<file path="src/rtl/dac_stream_buffer.sv">
// Prime-then-stream FIFO between experiment words and the RF DAC sample port.
// Optional saturating underrun counter enabled by defining DAC_UNDERRUN_CNT_EN.
module dac_stream_buffer #(
    parameter int unsigned DEPTH     = 8,
    parameter int unsigned PRIME_LVL = 4
) (
    input  logic                    clk,
    input  logic                    rst,
    input  logic                    stream_en,
    input  logic [255:0]            s_axis_tdata,
    input  logic                    s_axis_tvalid,
    output logic                    s_axis_tready,
    output logic [255:0]            m_axis_tdata,
    output logic                    m_axis_tvalid,
    input  logic                    m_axis_tready,
    output logic [$clog2(DEPTH):0]  fill_level,
`ifdef DAC_UNDERRUN_CNT_EN
    output logic [15:0]             underrun_count,
`endif
    output logic                    underrun_flag
);

    localparam int unsigned AW = $clog2(DEPTH);

    typedef enum logic [1:0] {StIdle, StPrime, StStream} state_e;

    state_e          state_q, state_d;
    logic [AW-1:0]   wr_ptr_q, wr_ptr_d;
    logic [AW-1:0]   rd_ptr_q, rd_ptr_d;
    logic [AW:0]     fill_q, fill_d;
    logic            flag_q, flag_d;
    logic [255:0]    mem_q [DEPTH];

    logic            full, empty, push, pop, underrun, clear_stats;

    assign full     = (fill_q == (AW+1)'(DEPTH));
    assign empty    = (fill_q == '0);
    assign push     = s_axis_tvalid && s_axis_tready;
    assign pop      = (state_q == StStream) && !empty && m_axis_tready;
    assign underrun = (state_q == StStream) && empty && m_axis_tready;

    assign s_axis_tready = !full && (state_q != StIdle);
    assign m_axis_tvalid = (state_q == StStream);
    assign m_axis_tdata  = (state_q == StStream && !empty) ? mem_q[rd_ptr_q] : '0;
    assign fill_level    = fill_q;
    assign underrun_flag = flag_q;

    assign clear_stats = (state_q == StIdle) && stream_en;

    always_comb begin
        state_d  = state_q;
        wr_ptr_d = wr_ptr_q;
        rd_ptr_d = rd_ptr_q;
        fill_d   = fill_q;
        flag_d   = flag_q;

        if (push) wr_ptr_d = wr_ptr_q + AW'(1);
        if (pop)  rd_ptr_d = rd_ptr_q + AW'(1);
        if (push && !pop)      fill_d = fill_q + (AW+1)'(1);
        else if (pop && !push) fill_d = fill_q - (AW+1)'(1);

        if (underrun)    flag_d = 1'b1;
        if (clear_stats) flag_d = 1'b0;

        case (state_q)
            StIdle:   if (stream_en) state_d = StPrime;
            // Uses the post-edge fill so tvalid rises the cycle after the priming push.
            StPrime:  if (fill_d >= (AW+1)'(PRIME_LVL)) state_d = StStream;
            StStream: state_d = StStream;
            default:  state_d = StIdle;
        endcase

        if (!stream_en) begin
            state_d  = StIdle;
            wr_ptr_d = '0;
            rd_ptr_d = '0;
            fill_d   = '0;
        end
    end

    always_ff @(posedge clk) begin
        if (rst) begin
            state_q  <= StIdle;
            wr_ptr_q <= '0;
            rd_ptr_q <= '0;
            fill_q   <= '0;
            flag_q   <= 1'b0;
        end else begin
            state_q  <= state_d;
            wr_ptr_q <= wr_ptr_d;
            rd_ptr_q <= rd_ptr_d;
            fill_q   <= fill_d;
            flag_q   <= flag_d;
        end
    end

    always_ff @(posedge clk) begin
        if (push) mem_q[wr_ptr_q] <= s_axis_tdata;
    end

`ifdef DAC_UNDERRUN_CNT_EN
    logic [15:0] cnt_q, cnt_d;

    always_comb begin
        cnt_d = cnt_q;
        if (underrun && cnt_q != 16'hFFFF) cnt_d = cnt_q + 16'd1;
        if (clear_stats) cnt_d = '0;
    end

    always_ff @(posedge clk) begin
        if (rst) cnt_q <= '0;
        else     cnt_q <= cnt_d;
    end

    assign underrun_count = cnt_q;
`endif

endmodule

</file>
<file path="config.mk">
export PLATFORM = sky130hd
export DESIGN_NAME = dac_stream_buffer
export DESIGN_NICKNAME = d
export VERILOG_FILES = /design/src/rtl/dac_stream_buffer.sv
export SDC_FILE = /design/constraint.sdc
export NUM_CORES = 2
export LEC_CHECK = 0
export CAP_MARGIN = 5
export CORE_UTILIZATION = 59
export DETAILED_ROUTE_END_ITERATION = 12
export GPL_ROUTABILITY_DRIVEN = 1
export MAX_ROUTING_LAYER = met4
export PLACE_DENSITY = 0.8
export SLEW_MARGIN = 20
export SYNTH_ARGS = -nofsm -noshare
export SYNTH_HDL_FRONTEND = slang
export SYNTH_SLANG_ARGS = --single-unit
export TNS_END_PERCENT = 30
</file>
<file path="constraint.sdc">
create_clock -name clk -period 37.3 [get_ports clk]
set_input_delay 9.325 -clock clk [delete_from_list [all_inputs] [get_ports clk]]
set_output_delay 9.325 -clock clk [all_outputs]
set_load 0.02 [all_outputs]
</file>
## Word level (Yosys, flattened, before mapping)

Memory sizes are Yosys's and may differ from the RTL's. A register that Yosys moved wholly into a read port is not among the register bits.
Cells that the tools add are included.

| cells by class | value |
|---|---|
| add/subtract/negate cells | 4 |
| order comparisons | 1 |
| equality and inequality tests | 4 |
| multiplexer cells | 9 |
| bitwise gates (word level) | 1 |
| reductions and logical operators | 18 |

Operators with widths:

| kind | count |
|---|---|
| $mux W256 | 1 |
| $logic_and A1 B1 Y1 | 9 |
| $mux W4 | 2 |
| $add A3 B1 Y3 const B | 2 |
| $mux W3 | 2 |
| $pmux W2 S3 | 1 |
| $add A4 B1 Y4 const B | 1 |
| $eq A4 B4 Y1 const B | 1 |
| $ge A4 B3 Y1 const B | 1 |
| $logic_not A1 Y1 | 4 |
| $logic_not A4 Y1 | 1 |
| $reduce_or A2 Y1 | 2 |
| $sub A4 B1 Y4 const B | 1 |
| $eq A2 B1 Y1 const B | 1 |
| $eq A2 B2 Y1 const B | 1 |
| $logic_not A2 Y1 | 1 |
| $mux W1 | 2 |
| $mux W2 | 1 |
| $ne A2 B2 Y1 const B | 1 |
| $reduce_bool A2 Y1 | 1 |
| $not A1 Y1 | 1 |

| storage, ports and cells | value |
|---|---|
| register bits | 13 |
| bits in writable memories | 2048 |
| output and inout bits | 263 |
| logic and storage cells | 43 |
| memories | 1 |

Memory list:

| name | words | width | read ports | clocked after Yosys merged registers in | wr ports | RTL line | text |
|---|---|---|---|---|---|---|---|
| mem_q | 8 | 256 | 1 | 1 | 1 | 32 | `logic [255:0] mem_q [DEPTH];` |

## Logic depth before layout (Yosys ltp)

| logic depth | value |
|---|---|
| word-level depth | 11 |
| gate-level depth with buffers | 12 |

## Least setup slack after synthesis

Ideal clock, no wire load.

| timing | value |
|---|---|
| path type | input -> register |
| start | in s_axis_tvalid |
| end | mem mem_q[0][0] (enable) |
| setup time | 1499 ps |
| arrival time | 33654 ps |
| required time | 35801 ps |
| setup slack | 2147 ps |
| stages | 3 |
| path buffers | 0 |
| cell sequence | nor2b_1 > nand2_1 > nor4_1 |

| between the ends | value |
|---|---|
| longest elaborated chain between the ends | 3 |

Ends and longest elaborated chain:

| what | RTL line | text |
|---|---|---|
| start, declared | 11 | `input logic s_axis_tvalid,` |
| $logic_and A1 B1 Y1 | 38 | `assign push = s_axis_tvalid && s_axis_tready;` |
| $mux W1 | 98 | `if (push) mem_q[wr_ptr_q] <= s_axis_tdata;` |
| $mux W1 (not written as such) | 98 |  |
| end, declared | 32 |  |

Every way passes these cells.

==> impl_metrics.ini <==
[worst_setup_path]
critPathKind = flip-flop to output pin
reg2reg_to = mem_q[6][68]
worstReg2RegStart = fill_level[0]
max_stage_delay_ps = 940
cp.required_ps = 27970
crit_family = buffers and inverters
cp-end-kind = output pin
r2r_slack_ps = 32060
cp.depth = 8
cp_slowest_cell = buf_4
crit_path_frequent_cell = buf_4
crit_fanout = 74
cp-start-kind = flip-flop
r2r_cells = 10
worst-path-buf-inv = 5
cp_data_arrival_time_ps = 6710
cp_cell_sequence = buf_4 > buf_4 > buf_4 > buf_4 > mux4_2 > mux2i_1 > nor2_1 > clkdlybuf4s50_1

[detailed_routing]
dr.pass1.iters = 7
ant_nets = 0
drt_iter0_drc = 3715
routed_wirelength_um = 169300
via_per_inst = 6.161
wl_per_cell_um = 28.67
via_count = 36374
drc = 0

[floorplanning]
die_w_um = 367.0
initial_utilization = 0.5965
core_area_um2 = 131800
io_pins = 524
rows = 133
die_y_um = 367.0
die-area_um2 = 134700

[timing]
setup-violations-final = 0
fin_crit_sh = 0.4299
hold_viol_final = 0
fin_skew_ps = 29.40
fmax_ghz = 0.06236
min_period_ps = 16040
relSlewSlack = 0.2262
finalMaxSlewViolations = 0
worstMarginPinSlew_ps = 1161
finalSetupTns_ps = 0
whs_ps = 489.4
rsz0062_at_grt = false
fin_ws_ps = 21260

[clocking]
htree_levels = 4
root_buffer = clkbuf_16
clock_path_buffers = 3
clk_pin_slew_ps = 60
cts_setup_buffers = 0
clock_latency_ps = 830
tritoncts = done
clock-sinks = 2064
cts_resized = 0
cts_buffers = 194
cts_hold_repair.buffers = 0

[pwr]
p_leak_nw = 27.31
power_density_nw_per_um2 = 49.45
finalPower_w = 0.004532
power_frac_seq = 0.567
p_int_w = 0.003645
p_sw_frac = 0.1957
pwr-share-clk = 0.412
netSwitchingPower_w = 0.0008869
p_comb_frac = 0.021
ir_drop_v = 0.00004684

[status]
run_status = finished clean

[global_route]
grt_use_total = 0.2608
grt_pass1_wl_um = 248400
antenna_found_initial = 44
gr-total-overflow = 0
grt_pass1_vias = 38448
grt_start_max_net_pins = 159

[min_path]
hold_end = state_q[0]
whs_path_depth = 2
min_path_type = flip-flop to flip-flop
worstHoldStart = state_q[0]

[run]
cap_violations = 0

[yosys]
synth_area_per_cell_um2 = 23.49
synthesis.area_um2 = 78610
synth_area_leaders = edfxtp_1 78%, mux4_2 15%, mux2i_1 3.3%, nor2_1 1.3%, buf_6 0.76%
yosysUniqueCellTypes = 32
ys.warnings.count = 0
synth_top_area_cell = edfxtp_1
ys_seq_area_frac = 0.7864
synth.ff_latch_count = 2064
synth_top_area_share = 0.7823
synthCells = 3346
synth_nets = 3617

[place]
hpwl_um = 85910
port_buffers = 523
place_area_um2 = 85460
dp_slack_ps = 22060
place.gp.congestion = 0.7409

[layout]
num-fill-cells = 7612
fin_nets = 4213
multiInputGateArea_um2 = 15630
layout_common_cells = 2048 x edfxtp_1, 523 x clkdlybuf4s50_1, 512 x mux4_2
regArea_um2 = 61830
drive_gt1_frac = 0.2043
areaGrowthSynthToFinish_pct = 16.58
layout_commonest_cell = edfxtp_1
fin_area_um2 = 91640
cells in the mapped netlist:
cell	count
a31oi_1	1
nand2b_1	3
xnor2_1	3
edfxtp_1	2048
nand2_1	10
mux4_2	512
a21oi_1	2
ha_1	10
a211oi_1	5
a32oi_1	1
buf_6	53
and2_1	2
mux2i_1	259
nor2b_1	3
clkbuf_1	15
nor4_1	1
and3_1	3
or3b_2	1
nand4_1	1
and4b_1	1
buf_2	106
a41o_1	1
nor3_1	4
xor2_1	2
a31o_2	1
inv_1	8
and4_1	1
dfxtp_1	16
nand3b_1	2
nor3b_1	1
nor2_1	269
nand3_1	1
sequential cells by signal, indices dropped and copies added (netlist names), named ones only:
signal	cells
mem_q	2048
fill_level	3
rd_ptr_q	3
wr_ptr_q	3
state_q	2
underrun_flag	1
worst max-delay path by stage:
stage | start | end | slack (ps)
finish | flip-flop | m_axis_tdata[213] | 21260
global route | flip-flop | m_axis_tdata[75] | 21030
CTS | flip-flop | m_axis_tdata[213] | 21150
detailed placement | flip-flop | m_axis_tdata[213] | 22060
global placement | flip-flop | m_axis_tdata[213] | 22120
floorplan | s_axis_tvalid | mem_q[0][0] | 2150
per-stage QoR:
step | utilization | instances
4_1_cts | 0.6941 | 5850
3_3_place_gp | 0.6484 | 5500
2_1_floorplan | - | 3346
3_5_place_dp | 0.6484 | 5500
5_1_grt | 0.6952 | 5895
6_report | 0.6953 | 5904
cell families (layout without fill, tap and decap cells):
| group | Yosys count | count (layout) | share of synthesized area |
|---|---|---|---|
| flip-flops | 2064 | 2064 | 0.7864 |
| buffers and inverters | 182 | 932 | 0.01544 |
| XOR/XNOR | 5 | 5 | 0.0005572 |
| AO/OA/AOI/OAI | 11 | 11 | 0.001035 |
| multiplexers | 771 | 771 | 0.1797 |
| other | 0 | 53 | 0 |
| AND/OR/NAND/NOR | 303 | 303 | 0.01531 |
| adder cells (fa/ha/maj) | 10 | 10 | 0.001592 |
cell type report:
| cell class | count | area share |
|---|---|---|
| inverter | 8 | 0.0003277 |
| timing repair buffer | 574 | 0.06334 |
| multi-input combinational | 1100 | 0.1706 |
| antenna | 53 | 0.001447 |
| clock inverter | 114 | 0.01072 |
| clock buffer | 236 | 0.05493 |
| sequential | 2064 | 0.6747 |
| tap | 1755 | 0.02396 |
power by group through the flow:
stage | Sequential, W | Clock [W] | Combinational [W]
floorplan | 0.00263 | 0 | 0.0000278
global placement | 0.00262 | 0 | 0.0000887
detailed placement | 0.00262 | 0 | 0.0000926
CTS | 0.00257 | 0.00190 | 0.0000943
global route | 0.00257 | 0.00198 | 0.000101
finish | 0.00257 | 0.00187 | 0.0000936
worst min-delay path, cell delays in order, from the launching register on:
cell     delay (ps)
dfxtp_1         330
nand2_1          60
mux2i_1          50
per-layer routing:
metal,GRT usage,part of all wire,wire length (µm)
met5,-,0,0
met4,0.08686,0.024,4045
met3,0.07702,0.099,16800
met2,0.4139,0.51,85660
met1,0.3248,0.37,62790
No activity file was read; power rests on OpenSTA's default activity.
